<file path="config.mk">
export PLATFORM = sky130hd
export DESIGN_NAME = moore_pattern_detector
export DESIGN_NICKNAME = d
export VERILOG_FILES = /design/src/rtl/moore_pattern_detector.sv
export SDC_FILE = /design/constraint.sdc
export NUM_CORES = 1
export LEC_CHECK = 0
export CAP_MARGIN = 10
export CORE_ASPECT_RATIO = 0.6
export CORE_MARGIN = 2
export CORE_UTILIZATION = 42
export DETAILED_ROUTE_END_ITERATION = 10
export MAX_ROUTING_LAYER = met4
export PLACE_DENSITY = 0.66
export SYNTH_ARGS = -nofsm -noshare
export SYNTH_HDL_FRONTEND = slang
export SYNTH_SLANG_ARGS = --single-unit
</file>
<file path="constraint.sdc">
create_clock -name Clock -period 3.74 [get_ports Clock]
set_input_delay 0.748 -clock Clock [delete_from_list [all_inputs] [get_ports Clock]]
set_output_delay 0.748 -clock Clock [all_outputs]
set_load 0.03 [all_outputs]
</file>
<file path="src/rtl/moore_pattern_detector.sv">
// Serial Moore pattern detector with a run-time loadable pattern, selectable
// overlapping/non-overlapping detection and a saturating match counter.
// S counts how many leading pattern bits are currently matched; Y is decoded
// from S only, so it never depends combinationally on Din.
module moore_pattern_detector #(
    parameter int unsigned            PATTERN_W       = 4,
    parameter logic [PATTERN_W-1:0]   DEFAULT_PATTERN = PATTERN_W'(4'b1011),
    parameter int unsigned            CNT_W           = 8
) (
    input  logic                               Clock,
    input  logic                               Reset,
    input  logic                               Din,
    input  logic                               En,
    input  logic                               Load,
    input  logic [PATTERN_W-1:0]               Pattern,
    input  logic                               Overlap,
    output logic                               Y,
    output logic [$clog2(PATTERN_W+1)-1:0]     State,
    output logic [CNT_W-1:0]                   MatchCount
);

    localparam int unsigned       SW      = $clog2(PATTERN_W + 1);
    localparam logic [SW-1:0]     S_FULL  = SW'(PATTERN_W);
    localparam logic [CNT_W-1:0]  CNT_MAX = '1;

    logic [PATTERN_W-1:0] p_q;
    logic [SW-1:0]        s_q,   s_d;
    logic [PATTERN_W-1:0] h_q,   h_d;
    logic                 y_q,   y_d;
    logic [CNT_W-1:0]     cnt_q, cnt_d;

    // Most recent PATTERN_W accepted bits including the incoming one (bit 0 newest).
    // Only the newest S+1 bits are ever consulted, and the current S bits are
    // known to equal the pattern prefix, so stale history never leaks into a match.
    assign h_d = {h_q[PATTERN_W-2:0], Din};

    // Next match length for an accepted bit: longest pattern prefix that is a suffix of the window.
    always_comb begin : next_state
        logic [PATTERN_W-1:0] mask;
        logic [PATTERN_W-1:0] prefix;
        s_d = '0;
        for (int j = 1; j <= int'(PATTERN_W); j++) begin
            mask   = {PATTERN_W{1'b1}} >> (int'(PATTERN_W) - j);
            prefix = p_q >> (int'(PATTERN_W) - j);
            if ((j <= int'(s_q) + 1) && ((h_d & mask) == (prefix & mask))) begin
                s_d = SW'(j);
            end
        end
        // Non-overlapping mode forgets the completed match entirely.
        if ((s_q == S_FULL) && !Overlap) begin
            s_d = (Din == p_q[PATTERN_W-1]) ? SW'(1) : '0;
        end
    end

    // Match flag and saturating count that follow an accepted bit.
    always_comb begin : next_outputs
        y_d   = (s_d == S_FULL);
        cnt_d = cnt_q;
        if (y_d && (cnt_q != CNT_MAX)) begin
            cnt_d = cnt_q + CNT_W'(1);
        end
    end

    // State, pattern, history and output registers; reset beats Load beats En.
    always_ff @(posedge Clock) begin
        if (Reset) begin
            p_q   <= DEFAULT_PATTERN;
            s_q   <= '0;
            h_q   <= '0;
            y_q   <= 1'b0;
            cnt_q <= '0;
        end else if (Load) begin
            p_q   <= Pattern;
            s_q   <= '0;
            h_q   <= '0;
            y_q   <= 1'b0;
        end else if (En) begin
            s_q   <= s_d;
            h_q   <= h_d;
            y_q   <= y_d;
            cnt_q <= cnt_d;
        end
    end

    assign Y          = y_q;
    assign State      = s_q;
    assign MatchCount = cnt_q;

endmodule

</file>
==> reports/qor.yml <==
drive_above_1_share_pct: 11.0
crit_path_top_delay_cell: "clkdlybuf4s50_1"
drt_wl_total_mm: 2.77
synth_simple_gate_area_share_pct: 21.3
tightestPinTransition_ns: 0.506
finalPower_uw: 415
n_antenna_cell: 0
worst-r2r-setup-slack_ns: 1.64
fin_crit_ns: 2.41
fmax_ghz: 0.416
multiInputGateArea_sq_um: 736
post-cts-setup-buffer-count: 0
status: "finished, final reports clean"
drv_cap: 0
area_growth_pct: 21.4
grtUsageTotal_pct: 19.7
clock_sinks: 19
synth-async-reset-ratio_pct: 0
leakage_uw: 0.000522
min_path_type: "reg2reg"
r2r_cells: 7
design_area_sq_mm: 0.00145
root_buffer: "clkbuf_8"
regArea_sq_um: 380
crit_type: "in2reg"
clk-insertion-delay-late_ns: 0.26
path_delay_family: "buffers and inverters"
utilization_pct: 55.7
synth_adder_area_share_pct: 5.23
rows: 14
grt_pass1_vias: 920
cp_cell_sequence: "clkdlybuf4s50_1, xnor2_2, nand4_4, nor4_4, a21o_1, a21oi_1"
avgSynthCellArea_sq_um: 9.34
clk_path_buf_depth: 2
synth_compound_area_share_pct: 18.0
grt_max_degree: 14
rr_endpoint: "MatchCount[7]$_SDFFE_PP0P_"
crit_path_max_incr_delay_ns: 0.71
antenna_found_initial: 0
yosysWarnings: 0
rr_startpoint: "State[0]$_SDFFE_PP0P_"
ioPinCount: 22
fin_worst_skew_ns: 0.00349
ctsResizeCount: 0
ir_drop_uv: 215
ant_nets: 0
via_per_inst: 5.42
placement.io_buffers: 21
cts_tree: "done"
remaining_drc_errors: 0
synth_top_family_by_area: "simple AND/OR/NAND/NOR gates"
synth.net_count: 143
crit_required_ns: 3.87
crit_arrival_ns: 2.53
routabilityCongestion: 0.857
core_area_sq_mm: 0.00261
start_kind: "input pin"
dp_hpwl_mm: 2.23
die_area_sq_mm: 0.00330
fp.dieH_um: 45.3
die_w_um: 72.9
ys.flop_type: "dfxtp_1"
final_nets: 162
start_util_pct: 45.8
cts_buffers: 3
min_to: "Y$_SDFFE_PP0P_"
seq_area_frac_synth_pct: 31.8
synth_edf_count: 0
maxSlewHeadroom_pct: 66.2
drt_pre_antenna_iters: 4
cts_hold_buf: 0
cp_max_fo: 7
fill_cells: 236
grt_pass1_wl_mm: 4.56
endpoint_kind: "register"
tns_ns: 0
vias: 964
finalHoldViolCount: 0
finalSetupViolCount: 0
clkTransAtPathRegs_ns: 0.08
p_per_area_mw_per_mm2: 286
gr-total-overflow: 0
synth_cell_types: 43
whs_path_depth: 2
synthMuxAreaShare_pct: 4.18
htreeDepth: 1
timing.hold.ws_ns: 0.512
rsz0062_at_grt: "no"
drt_iter0_drc: 96
worstHoldStart: "Y$_SDFFE_PP0P_"
yosys_register_bits: 19
synthCells: 128
dpl_cell_area_sq_mm: 0.00140
synth_xor_area_share_pct: 12.8
finalMaxSlewViolations: 0
path_buf_inv: 1
post_drt_wl_per_cell_um: 15.6
min_period_over_period_pct: 64.3
netlist_area_sq_mm: 0.00120
==> report_power, final <==
group / switching, uW / internal (uW) / total, uW / leakage (uW)
combinational: 25.4 / 27.6 / 53.1 / 0.000346
clock: 73.1 / 75.2 / 148 / 0.0000217
sequential: 8.11 / 206 / 214 / 0.000154
==> cell families (layout without fill, tap and decap cells) <==
group / Yosys count / in the layout
AOI/OAI and AO/OA: 27 / 27
xor gates and xnor gates: 14 / 14
adders and majority gates: 5 / 5
buffers and inverters: 16 / 34
DFF: 19 / 19
muxes: 5 / 5
and+or+nand+nor: 42 / 42
==> registers in the layout, indices dropped and copies added, names as in the netlist <==
name	cells
MatchCount	8
Y	1
h_q	3
State	3
next_state.prefix	4
==> through the flow <==
stage / setup WS (ns) / std cells
6_report: 1.33 / 178
4_1_cts: 1.35 / 178
2_1_floorplan: 1.75 / 128
5_1_grt: 1.27 / 178
3_5_place_dp: 1.07 / 174
3_3_place_gp: 1.14 / 174
==> metal layers <==
layer | GRT usage (%) | up-vias | wire length (um)
met5 | - | - | 0
li1 | - | 483 | -
met1 | 27.2 | 442 | 1460
met4 | 5.19 | 0 | 10
met3 | 5.36 | 2 | 143
met2 | 28.5 | 37 | 1160
==> how the worst max path moves through the flow <==
| stage | depth (start not counted) | to | from |
|---|---|---|---|
| floorplan | 5 | State[0]$_SDFFE_PP0P_ | Load |
| global route | 6 | MatchCount[1]$_SDFFE_PP0P_ | Din |
| CTS | 6 | MatchCount[7]$_SDFFE_PP0P_ | Din |
| detailed placement | 6 | MatchCount[5]$_SDFFE_PP0P_ | Din |
| global placement | 6 | MatchCount[1]$_SDFFE_PP0P_ | Din |
| finish | 6 | MatchCount[7]$_SDFFE_PP0P_ | Din |
==> synthesized netlist by cell type (2+ instances only) <==
cell type  instances  area share [%]
xnor2_1            7             5.1
nor2b_1            3             1.6
mux2i_1            5             4.2
ha_1               5             5.2
nor4_1             2             1.0
dfxtp_1           19              32
nand3b_1           2             1.3
nand3_1            5             2.1
clkbuf_1           2            0.63
buf_6              2             1.9
a31oi_1            2             1.0
and2_1             2             1.0
buf_2              4             1.7
a21o_1             3             1.9
a21oi_1            6             2.5
nand2_1            3            0.94
xor2_1             3             2.2
nor2_1            14             4.4
o21a_1             2             1.3
inv_1              8             2.5
a211o_1            3             2.2
o21ai_0            2            0.84
xnor2_2            4             5.4
==> tightest hold or removal path: cells and delay by family (launching register included) <==
| kind | cells | cell delay [ns] |
|---|---|---|
| simple gates | 1 | 0.08 |
| compound gates | 1 | 0.07 |
| flops | 1 | 0.34 |
==> layout make-up <==
| class | count | share of cell area [%] |
|---|---|---|
| clock buffer | 3 | 2.84 |
| clock inverter | 1 | 0.517 |
| inverter | 8 | 2.07 |
| multi-input combinational | 93 | 50.6 |
| sequential | 19 | 26.2 |
| tap | 32 | 2.76 |
| timing repair buffer | 22 | 15.0 |
==> placed cells by master (no fill, tap or decap), drive strengths merged, types with 2 or more instances in the layout <==
cell type and n:
clkdlybuf4s50 21, dfxtp 19, nor2 15, xnor2 11, inv 8, a21oi 7, mux2i 5, nand3 5
ha 5, nand2 3, nor2b 3, a211o 3, a21o 3, xor2 3, clkbuf 3, nor4 3
and2 2, nand3b 2, o21a 2, a31oi 2, o21ai 2, or2 2, nand4 2, o2111ai 2
Power figures use the tool's default switching activity.
